===== src/rtl/mem_access_pkg.sv =====
// Shared types and constants for the memory access controller slice.
package mem_access_pkg;

  localparam int ADDR_W_DEF   = 32'sd4;
  localparam int DATA_W_DEF   = 32'sd8;
  localparam int WAIT_CYC_DEF = 32'sd2;

  typedef enum logic [2:0] {
    ST_IDLE   = 3'd0,
    ST_SETUP  = 3'd1,
    ST_WAIT   = 3'd2,
    ST_ACCESS = 3'd3,
    ST_DONE   = 3'd4
  } state_e;

  localparam logic RW_WRITE = 1'b1;
  localparam logic RW_READ  = 1'b0;

endpackage


===== src/rtl/mem_access_ctrl_if.sv =====
// Command/result bundle between the read/write sequencer (master) and the
// memory access controller (slave).
interface mem_access_ctrl_if
  import mem_access_pkg::*;
#(
  parameter int ADDR_W = ADDR_W_DEF,
  parameter int DATA_W = DATA_W_DEF
);

  logic              exec;
  logic              rd_wr;
  logic [ADDR_W-1:0] addr;
  logic [DATA_W-1:0] wr_data;
  logic              busy;
  logic              done;
  logic              rd_valid;
  logic [DATA_W-1:0] rd_data;
  logic              drop;
  logic              err;

  modport master (
    output exec, rd_wr, addr, wr_data,
    input  busy, done, rd_valid, rd_data, drop, err
  );

  modport slave (
    input  exec, rd_wr, addr, wr_data,
    output busy, done, rd_valid, rd_data, drop, err
  );

endinterface


===== src/rtl/mem_access_ctrl_mem_array.sv =====
// Synchronous single-port word storage with registered read data.
// With PARITY_EN defined each word carries an even-parity bit checked on read.
module mem_array #(
  parameter int ADDR_W = 32'sd4,
  parameter int DATA_W = 32'sd8
) (
  input  logic              clk,
  input  logic              reset,
  input  logic              we,
  input  logic [ADDR_W-1:0] addr,
  input  logic [DATA_W-1:0] wdata,
  output logic [DATA_W-1:0] rdata,
  output logic              par_err
);

  localparam int DEPTH = 32'sd1 << ADDR_W;

  logic [DATA_W-1:0] mem_r [DEPTH];
  logic [DATA_W-1:0] rdata_r;

  // Storage is deliberately not reset so contents survive a controller reset
  always_ff @(posedge clk) begin
    if (we) begin
      mem_r[addr] <= wdata;
    end
  end

  // Registered read port
  always_ff @(posedge clk or posedge reset) begin
    if (reset) begin
      rdata_r <= {DATA_W{1'b0}};
    end else begin
      rdata_r <= mem_r[addr];
    end
  end

  assign rdata = rdata_r;

`ifdef PARITY_EN
  logic par_mem_r [DEPTH];
  logic rpar_r;

  function automatic logic even_par(input logic [DATA_W-1:0] d);
    return ^d;
  endfunction

  // Parity bit written alongside its data word
  always_ff @(posedge clk) begin
    if (we) begin
      par_mem_r[addr] <= even_par(wdata);
    end
  end

  // Parity bit read in step with rdata_r
  always_ff @(posedge clk or posedge reset) begin
    if (reset) begin
      rpar_r <= 1'b0;
    end else begin
      rpar_r <= par_mem_r[addr];
    end
  end

  assign par_err = (even_par(rdata_r) != rpar_r);
`else
  assign par_err = 1'b0;
`endif

endmodule


===== src/rtl/mem_access_ctrl.sv =====
// Executes one read or write per exec rising edge against a local array,
// with WAIT_CYC wait states. Optional PARITY_EN adds per-word parity checking.
module mem_access_ctrl
  import mem_access_pkg::*;
#(
  parameter int ADDR_W   = ADDR_W_DEF,
  parameter int DATA_W   = DATA_W_DEF,
  parameter int WAIT_CYC = WAIT_CYC_DEF
) (
  input  logic            clk,
  input  logic            reset,
  mem_access_ctrl_if.slave bus
);

  localparam bit         HAS_WAIT_C = (WAIT_CYC > 32'sd0);
  localparam logic [3:0] CNT_LOAD_C = HAS_WAIT_C ? 4'(WAIT_CYC - 32'sd1) : 4'd0;

  state_e            state_r, state_n_s;
  logic [3:0]        cnt_r, cnt_n_s;
  logic              exec_q_r;
  logic              start_s;
  logic              capture_s;
  logic              mem_we_s;
  logic              rw_q_r;
  logic [ADDR_W-1:0] addr_q_r;
  logic [DATA_W-1:0] wd_q_r;
  logic [DATA_W-1:0] mem_rdata_s;
  logic              par_err_s;

  logic              busy_r, done_r, rd_valid_r, drop_r, err_r;
  logic [DATA_W-1:0] rd_data_r;

  assign start_s = bus.exec & ~exec_q_r;

  // Edge-detect history and command capture on acceptance
  always_ff @(posedge clk or posedge reset) begin
    if (reset) begin
      exec_q_r <= 1'b0;
      rw_q_r   <= RW_READ;
      addr_q_r <= {ADDR_W{1'b0}};
      wd_q_r   <= {DATA_W{1'b0}};
    end else begin
      exec_q_r <= bus.exec;
      if (capture_s) begin
        rw_q_r   <= bus.rd_wr;
        addr_q_r <= bus.addr;
        wd_q_r   <= bus.wr_data;
      end
    end
  end

  // State and wait-counter registers
  always_ff @(posedge clk or posedge reset) begin
    if (reset) begin
      state_r <= ST_IDLE;
      cnt_r   <= 4'd0;
    end else begin
      state_r <= state_n_s;
      cnt_r   <= cnt_n_s;
    end
  end

  // Next-state, wait countdown and memory write enable
  always_comb begin
    state_n_s = state_r;
    cnt_n_s   = cnt_r;
    capture_s = 1'b0;
    mem_we_s  = 1'b0;
    case (state_r)
      ST_IDLE: begin
        if (start_s) begin
          capture_s = 1'b1;
          state_n_s = ST_SETUP;
        end else begin
          state_n_s = ST_IDLE;
        end
      end
      ST_SETUP: begin
        if (HAS_WAIT_C) begin
          state_n_s = ST_WAIT;
          cnt_n_s   = CNT_LOAD_C;
        end else begin
          state_n_s = ST_ACCESS;
        end
      end
      ST_WAIT: begin
        if (cnt_r == 4'd0) begin
          state_n_s = ST_ACCESS;
        end else begin
          cnt_n_s = cnt_r - 4'd1;
        end
      end
      ST_ACCESS: begin
        mem_we_s  = (rw_q_r == RW_WRITE);
        state_n_s = ST_DONE;
      end
      ST_DONE: begin
        state_n_s = ST_IDLE;
      end
      default: begin
        state_n_s = ST_IDLE;
      end
    endcase
  end

  // The array address is stable from SETUP on, so its registered read data
  // already holds mem[addr_q] while in ACCESS.
  mem_array #(
    .ADDR_W (ADDR_W),
    .DATA_W (DATA_W)
  ) u_mem (
    .clk     (clk),
    .reset   (reset),
    .we      (mem_we_s),
    .addr    (addr_q_r),
    .wdata   (wd_q_r),
    .rdata   (mem_rdata_s),
    .par_err (par_err_s)
  );

  // Registered status outputs, derived from the upcoming state
  always_ff @(posedge clk or posedge reset) begin
    if (reset) begin
      busy_r     <= 1'b0;
      done_r     <= 1'b0;
      rd_valid_r <= 1'b0;
      drop_r     <= 1'b0;
      err_r      <= 1'b0;
      rd_data_r  <= {DATA_W{1'b0}};
    end else begin
      busy_r     <= (state_n_s != ST_IDLE);
      done_r     <= (state_n_s == ST_DONE);
      rd_valid_r <= (state_n_s == ST_DONE) && (rw_q_r == RW_READ);
      drop_r     <= start_s && (state_r != ST_IDLE);
      err_r      <= (state_r == ST_ACCESS) && (rw_q_r == RW_READ) && par_err_s;
      if ((state_r == ST_ACCESS) && (rw_q_r == RW_READ)) begin
        rd_data_r <= mem_rdata_s;
      end
    end
  end

  assign bus.busy     = busy_r;
  assign bus.done     = done_r;
  assign bus.rd_valid = rd_valid_r;
  assign bus.rd_data  = rd_data_r;
  assign bus.drop     = drop_r;
  assign bus.err      = err_r;

endmodule


===== src/flat_wrapper.sv =====
// flat-port wrapper written by rule: the top's interface ports become plain ports
module mem_access_ctrl_flat import mem_access_pkg::*;
#(
  parameter int ADDR_W   = ADDR_W_DEF,
  parameter int DATA_W   = DATA_W_DEF,
  parameter int WAIT_CYC = WAIT_CYC_DEF
)
  (clk, reset, bus_exec, bus_rd_wr, bus_addr, bus_wr_data, bus_busy, bus_done, bus_rd_valid, bus_rd_data, bus_drop, bus_err);
  mem_access_ctrl_if #(.ADDR_W(ADDR_W), .DATA_W(DATA_W)) bus_i ();
  input  logic clk;
  input  logic reset;
  input wire logic [$bits(bus_i.exec)-1:0] bus_exec;
  input wire logic [$bits(bus_i.rd_wr)-1:0] bus_rd_wr;
  input wire logic [$bits(bus_i.addr)-1:0] bus_addr;
  input wire logic [$bits(bus_i.wr_data)-1:0] bus_wr_data;
  output wire logic [$bits(bus_i.busy)-1:0] bus_busy;
  output wire logic [$bits(bus_i.done)-1:0] bus_done;
  output wire logic [$bits(bus_i.rd_valid)-1:0] bus_rd_valid;
  output wire logic [$bits(bus_i.rd_data)-1:0] bus_rd_data;
  output wire logic [$bits(bus_i.drop)-1:0] bus_drop;
  output wire logic [$bits(bus_i.err)-1:0] bus_err;
  assign bus_i.exec = bus_exec;
  assign bus_i.rd_wr = bus_rd_wr;
  assign bus_i.addr = bus_addr;
  assign bus_i.wr_data = bus_wr_data;
  assign bus_busy = bus_i.busy;
  assign bus_done = bus_i.done;
  assign bus_rd_valid = bus_i.rd_valid;
  assign bus_rd_data = bus_i.rd_data;
  assign bus_drop = bus_i.drop;
  assign bus_err = bus_i.err;
  mem_access_ctrl #(.ADDR_W(ADDR_W), .DATA_W(DATA_W), .WAIT_CYC(WAIT_CYC)) u_core (.clk(clk), .reset(reset), .bus(bus_i));
endmodule

===== config.mk =====
export PLATFORM = sky130hd
export DESIGN_NAME = mem_access_ctrl_flat
export DESIGN_NICKNAME = d
export VERILOG_FILES = /design/src/rtl/mem_access_pkg.sv /design/src/rtl/mem_access_ctrl_if.sv /design/src/rtl/mem_access_ctrl_mem_array.sv /design/src/rtl/mem_access_ctrl.sv /design/src/flat_wrapper.sv
export SDC_FILE = /design/constraint.sdc
export NUM_CORES = 1
export LEC_CHECK = 0
export CAP_MARGIN = 0
export CORE_ASPECT_RATIO = 0.7
export CORE_MARGIN = 4
export CORE_UTILIZATION = 60
export CTS_CLUSTER_SIZE = 14
export DETAILED_ROUTE_END_ITERATION = 8
export PLACE_DENSITY_LB_ADDON = 0.12
export REMOVE_ABC_BUFFERS = 1
export SKIP_LAST_GASP = 1
export SLEW_MARGIN = 20
export SYNTH_ARGS = -nofsm -noshare
export SYNTH_HDL_FRONTEND = slang
export SYNTH_HIERARCHICAL = 1
export SYNTH_SLANG_ARGS = --single-unit

===== constraint.sdc =====
create_clock -name clk -period 6.1 [get_ports clk]
set_input_delay 1.525 -clock clk [delete_from_list [all_inputs] [get_ports clk]]
set_output_delay 1.525 -clock clk [all_outputs]
set_load 0.1 [all_outputs]

Word-level counts from Yosys, hierarchy flattened
Memories as Yosys holds them, arrays and structs flattened. A register that Yosys moved wholly into a read port is not among the register bits.
Index checks and enable logic that the tools add are counted.

operators by class
  add/subtract/negate cells = 1
  eq/ne operators = 5
  mux-type cells = 10
  bitwise gates (word level) = 3
  reductions and logical operators = 9

operators with widths
  kind                                               count
  one-hot mux 3 bit (4 select lines)                 1
  one-hot mux 4 bit (2 select lines)                 1
  == test 3 x 2 -> 1 bit (second input constant)     2
  two-way mux 1 bit                                  6
  nonzero test 3 bit                                 2
  logical NOT 4 bit                                  1
  two-way mux 4 bit                                  1
  subtractor 4 x 1 -> 4 bit (second input constant)  1
  == test 3 x 1 -> 1 bit (second input constant)     1
  == test 3 bit (second input constant)              1
  logical AND 1 bit                                  3
  logical NOT 3 bit                                  1
  two-way mux 3 bit                                  1
  inequality test 2 bit (second input constant)      1
  NOT 1 bit                                          2
  AND reduction 2 bit                                1
  nonzero test 2 bit                                 1
  bitwise AND 1 bit                                  1

word-level totals
  register bits after elaboration = 33
  bits in writable memories = 128
  input port bits = 16
  output and inout bits = 13
  word-level logic and storage cells = 40
  memories kept = 1

memories
  memory              words  bits a word  read ports  clocked after memory_dff  write ports  line                             source
  u_core.u_mem.mem_r  16     8            1           1                         1            mem_access_ctrl_mem_array.sv:18  logic [DATA_W-1:0] mem_r [DEPTH];

Logic depth before layout (Yosys ltp)
Gate-level depths: netlist of run 1.

  word-level depth = 6
  mapped depth = 6
  depth with buffers taken out = 5

Hierarchy
Netlist of run 1, hierarchy kept.

modules (own cells, without submodules)
  module           instances  cells each  area an instance (µm²)
  mem_array        1          233         5,122.4
  mem_access_ctrl  1          102         1,386.3

Worst setup path before layout of run 1
No wires, ideal clock.

  path type = register -> output
  start = reg u_core.rd_data_r[0], in the netlist u_core/bus.rd_data[0]
  end = out bus_rd_data[0]
  arrival = 0.895 ns
  slack = 3.680 ns
  stages on the path, launching flop included = 1
  cell sequence = dfrtp_1

RTL lines
  element                 line                    source
  start, declared         mem_access_ctrl.sv:31   logic [DATA_W-1:0] rd_data_r;
  start signal, assigned  mem_access_ctrl.sv:129  rd_data_r <= {DATA_W{1'b0}};
  start signal, assigned  mem_access_ctrl.sv:137  rd_data_r <= mem_rdata_s;
  end, declared           flat_wrapper.sv:19      output wire logic [$bits(bus_i.rd_data)-1:0] bus_rd_data;

No word-level cell between the ends.

Worst setup path after layout of run 1
  start = reg u_core.rd_data_r[0], in the netlist u_core/bus.rd_data[0]
  end = out bus_rd_data[0]

No word-level cell between the ends.

==> results.md, run 1 <==
- Status: finished, final reports clean
- Worst-Skew Late Latency: 0.42 ns
- Hold Crit Class: register to register
- Resize count post-CTS: 0
- Hold EP: u_core/bus.drop
- Arr. time, crit path: 1.88 ns
- EDFF count, synth: 128
- Vias in the first global route: 3194
- GR peak layer: met1
- R2r setup slk: 3.28 ns
- Routed Antenna Nets: 0
- FF+latch count, synth: 170
- Worst path required time: 4.58 ns
- PortBufs: 28
- Synth cell count leaders: edfxtp_1 (128), dfrtp_1 (42), mux4_2 (32), mux2_2 (20), nor2_1 (19)
- Clk buf depth: 2
- Congestion Overflow GR: 0
- Ys async rst share: 24.71%
- Peak supply drop: 0.3979 mV
- Most used flip-flop cell after synthesis: edfxtp_1
- Total CTS buffers: 17
- CP Class: register to primary output
- Crit-path cells: clkdlybuf4s50_1
- Register area share after synthesis: 75.20%
- TNS Setup: 0 ns
- Number of filler cells placed in the layout: 639
- HPWL after DPL: 7373 µm
- Nets@finish: 390
- Htree depth: 4
- Vias per inst: 6.073
- DRC Markers: 0
- Top cells by area, synth: edfxtp_1 (59%), dfrtp_1 (16%), mux4_2 (11%)
- Num rows: 31
- Power Total: 0.003853 W
- Starting Density: 62.15%
- Relative slew slack: 35.31%
- # Post-CTS Setup Buffers: 0
- Pwr per Cell Area: 515.5 nW/µm²
- CTS tree: yes
- Worst Hold Depth: 1
- Met1 usage: 31.09%
- Worst slew pin tran: 0.9674 ns
- Slowest CP cell: clkdlybuf4s50_1
- Post-Syn Instances: 335
- Maxcap violations: 0
- Worst setup EP type: primary output
- RePlAce Congestion: 0.7670
- CTS sink count: 170
- Worst R2R Start: u_core/state_r[1]
- Top-Level Pins: 29
- DR pass1 iterations: 5
- Routed via count: 3146
- Post-route minimum period: 3.410 ns
- First-pass GRT wire length: 18640 µm
- Layout area overhead: 14.84%
- Worst path max stage delay: 1.13 ns
- Fmax: 293.3 MHz
- Final setup viols: 0
- Die Ht: 95.14 µm
- Root buffer cell: clkbuf_16
- CP Buf/Inv Count: 1
- Die area: 12600 µm²
- Synth cell types: 40
- Endpoints failing hold: 0
- Top-count cell post-synth: edfxtp_1
- Initial antenna violation count: 0
- Worst Hold Launch: u_core/exec_q_r
- RSZ-0062 raised after global routing: false
- Met2 Use GR: 29.80%
- Largest net degree at the start of global routing: 41
- Reg2reg end: u_core/u_mem/mem_r[3][1]
- Synth area leader: edfxtp_1
- Syn_area_per_cell: 19.43 µm²
- Post-DR wirelength/cell: 23.14 µm
- DR iter-0 viols: 333
- WL final: 11990 µm
- CP delay by family, top: buffers and inverters
- Core Region: 10470 µm²
- Share of cells above drive strength 1: 24.87%
- Yosys warnings: 6
- Synth Cell Area: 6509 µm²
- Crit-path max FO: 2
- Worst Reg-to-Reg Cells: 5
- Gr usage total: 20.86%
- GR Util met3: 5.643%
- Tcrit/Tclk final: 55.90%
- Cts hold-fix bufs: 0
- Synth top area share: 59.05%
- Die Wd: 132.5 µm
- Leak pwr: 2.581 nW
- Worst setup SP type: register
- Fin. max-slew vios: 0
- Ant. Diodes: 0
- Worst-path clk slew: 0.06 ns
- Clock Skews: 0.008942 ns
[layout make-up]
class | instances | area (µm²) | area share (%)
inverter | 5 | 18.77 | 0.2511
timing repair buffer | 35 | 332.8 | 4.453
clock buffer | 25 | 518.0 | 6.930
sequential | 170 | 4896 | 65.50
clock inverter | 7 | 37.54 | 0.5022
tap | 132 | 165.2 | 2.210
multi-input combinational | 144 | 1506 | 20.15
[cell families (layout without fill, tap and decap cells)]
logic type                 after synthesis  in the layout  synth area share (%)
adders and majority gates                1              1                0.1922
DFF                                    170            170                 75.20
muxes                                   53             53                 14.71
buffers and inverters                   21             72                 1.653
and+or+nand+nor                         61             61                 5.191
xor gates and xnor gates                 1              1                0.1346
other                                    1              1               0.05761
AOI/OAI and AO/OA                       27             27                 2.864
[per-stage QoR]
step | cell area [µm²] | hold WS, ns | utilization (%) | setup WS, ns | std cells
6_report | 7475 | 0.4343 | 71.37 | 2.690 | 518
2_1_floorplan | 6420 | 0.4001 | - | 3.489 | 319
4_1_cts | 7475 | 0.4350 | 71.37 | 2.666 | 518
3_3_place_gp | 6919 | 0.4156 | 66.07 | 3.128 | 486
3_5_place_dp | 6919 | 0.4253 | 66.07 | 3.112 | 486
5_1_grt | 7475 | 0.4528 | 71.37 | 2.622 | 518
[placed cells by master (no fill, tap or decap), types with 4 or more instances in the layout]
| cell type | netlist | routed |
|---|---|---|
| o21ai_0 | 5 | 5 |
| clkbuf_1 | 3 | 4 |
| mux4_2 | 32 | 32 |
| nor2_1 | 19 | 19 |
| inv_1 | 5 | 5 |
| clkdlybuf4s50_1 | 0 | 28 |
| clkbuf_16 | 0 | 19 |
| clkinv_2 | 0 | 5 |
| edfxtp_1 | 128 | 128 |
| and2_1 | 5 | 5 |
| buf_4 | 2 | 7 |
| nand2_1 | 10 | 10 |
| mux2_2 | 20 | 20 |
| dfrtp_1 | 42 | 41 |
| a22oi_1 | 16 | 16 |
| nor3_1 | 5 | 5 |
[per-layer routing]
layer  vias to the layer above  part of all wire, %
li1                       1401                    -
met1                      1624                   46
met2                       105                   45
met3                        16                  6.9
met4                         0                  2.0
met5                         -                    0
[worst max-delay path by stage]
stage,from,end,depth (start not counted)
4_1_cts,u_core/bus.rd_data[0],bus_rd_data[0],1
3_3_place_gp,u_core/bus.rd_data[7],bus_rd_data[7],1
3_5_place_dp,bus_exec,u_core/wd_q_r[7],3
2_1_floorplan,u_core/addr_q_r[0],u_core/u_mem/mem_r[15][0],2
6_report,u_core/bus.rd_data[0],bus_rd_data[0],1
5_1_grt,u_core/bus.rd_data[5],bus_rd_data[5],1
[sequential cells by signal, indices dropped and copies added, names as in the netlist, 3 cells and up]
register	flops
u_core/addr_q_r	4
u_core/bus.rd_data	8
u_core/cnt_r	4
u_core/state_r	3
u_core/u_mem/mem_r	128
u_core/u_mem/rdata	8
u_core/wd_q_r	8
[power breakdown]
part | internal (W) | switching (W)
registers | 0.00152 | 0.000236
clock network | 0.000588 | 0.000405
logic | 0.000433 | 0.000671
No activity file was read; power rests on OpenSTA's default activity.
==> run 2, diff against run 1 <==
- CORE_UTILIZATION: 60 -> 54
- clock period: 6.1 -> 2.9 ns (I/O delays scaled with it)
==> results.md, run 2 (synthesized netlist as in run 1, its figures left out) <==
- CTS sink count: 170
- Congestion Overflow GR: 0
- Register share of total power: 45.0%
- Status: finished, final reports clean
- CTS tree: yes
- Psw: 0.002753 W
- Worst slew pin tran: 0.7971 ns
- Worst path required time: 2.95 ns
- Internal power: 0.005527 W
- CP Class: register to register
- Worst-Skew Late Latency: 0.42 ns
- Worst-path clk slew: 0.06 ns
- PortBufs: 28
- RePlAce Congestion: 0.7765
- WL final: 12240 µm
- TNS Setup: 0 ns
- Cts hold-fix bufs: 0
- Initial antenna violation count: 0
- Most common cell after layout, fill and taps aside: edfxtp_1
- # Post-CTS Setup Buffers: 0
- Vias in the first global route: 3278
- Post-route minimum period: 2.430 ns
- Clk buf depth: 2
- Top-Level Pins: 29
- Num rows: 33
- Number of filler cells placed in the layout: 804
- Die Ht: 99.86 µm
- Endpoints failing hold: 0
- Total CTS buffers: 17
- Die Wd: 139.2 µm
- Leak pwr: 2.686 nW
- Resize count post-CTS: 0
- Hold Crit Class: register to register
- Worst Setup SP: u_core/state_r[0]
- Crit-path max FO: 11
- Worst R2R Start: u_core/state_r[0]
- First-pass GRT wire length: 19420 µm
- Clock share of power: 27.4%
- Worst Hold Launch: u_core/exec_q_r
- Fmax: 411.6 MHz
- Final setup viols: 0
- Nets@finish: 404
- RSZ-0062 raised after global routing: false
- Most flop-heavy register: u_core/u_mem/mem_r
- Routed via count: 3240
- Share of cells above drive strength 1: 30.25%
- Htree depth: 4
- Relative slew slack: 46.75%
- Routed Antenna Nets: 0
- Layout area overhead: 17.19%
- Root buffer cell: clkbuf_16
- Tcrit/Tclk final: 83.78%
- Combinational power share: 27.6%
- Arr. time, crit path: 2.48 ns
- Vias per inst: 5.817
- Post-DR wirelength/cell: 21.97 µm
- DR pass1 iterations: 4
- Largest net degree at the start of global routing: 35
- DR iter-0 viols: 359
- Core Region: 11730 µm²
- HPWL after DPL: 8154 µm
- Die area: 13900 µm²
- Worst setup EP type: register
- Peak supply drop: 0.6301 mV
- Gr usage total: 19.23%
- Max FFs per register: 128
- Min Hold Slack: 0.4214 ns
- Worst setup SP type: register
- Ant. Diodes: 0
- Switching share of total power: 33.25%
- Starting Density: 55.51%
- Clock Skews: 0.01152 ns
- DRC Markers: 0
- Pwr per Cell Area: 1086 nW/µm²
- Fin. max-slew vios: 0
- Most frequent cells in the layout: edfxtp_1 (128), dfrtp_1 (41), buf_4 (34)
- Maxcap violations: 0
-- run 2: cell types whose count changed in the layout (fill, tap and decap cells not counted), sizes merged --
cell,change
clkbuf,+1
bufinv,+2
clkinv,-2
buf,+27
clkdlybuf4s50,-13
inv,-1
-- run 2: worst paths after layout --
| kind | slack (ns) | cells past startpoint | to |
|---|---|---|---|
| max in group asynchronous | 1.80 | 3 | u_core/addr_q_r[0] |
| min | 0.42 | 1 | u_core/bus.drop |
| max reg2reg | 0.47 | 5 | u_core/u_mem/mem_r[1][5] |
| max | 0.47 | 5 | u_core/u_mem/mem_r[1][5] |
| min reg2reg | 0.42 | 1 | u_core/bus.drop |
| min in group asynchronous | 0.58 | 2 | u_core/u_mem/rdata[1] |
-- run 2: metrics by stage --
stage,worst slack (ns),total power [W],instance area [µm²],utilization (%),std cells
floorplan,0.2890,0.005303,6420,-,319
global placement,0.5944,0.006001,7023,59.89,525
detailed placement,0.4785,0.006084,7023,59.89,525
CTS,0.4674,0.008336,7627,65.04,557
global route,0.3046,0.008684,7627,65.04,557
finish,0.4704,0.008280,7627,65.04,557
-- run 2: per-layer routing --
metal / part of all wire, % / GRT usage [%] / wire (µm) / up-vias
met2: 46 / 27.51 / 5628 / 124
met5: 0 / 0 / 0 / -
li1: - / - / - / 1425
met4: 1.3 / 6.015 / 155 / 0
met1: 46 / 29.59 / 5621 / 1681
met3: 6.8 / 4.810 / 835 / 10
-- run 2: worst max-delay path, cell delays in order (launching register included) --
cell and delay [ns]:
dfrtp_1 0.58, nand2_2 0.14, nor2_1 0.13, and2_1 0.20, or3b_2 0.50, nor2_1 0.50
-- run 2: area by class of cell --
cell class                      instances  area [µm²]  share of cell area (%)
Multi-Input combinational cell        144        1506                   19.75
Tap cell                              157       196.4                   2.575
Timing Repair Buffer                   49       405.4                   5.315
Clock buffer                           26       523.0                   6.857
Sequential cell                       170        4896                   64.19
Inverter                                5       18.77                  0.2461
Clock inverter                          6       81.33                   1.066
-- run 2: power by group through the flow --
stage	Clock (W)	Sequential, W	Combinational [W]
CTS	0.00230	0.00374	0.00230
detailed placement	0	0.00380	0.00229
finish	0.00227	0.00372	0.00229
floorplan	0	0.00424	0.00106
global route	0.00243	0.00381	0.00244
global placement	0	0.00375	0.00225
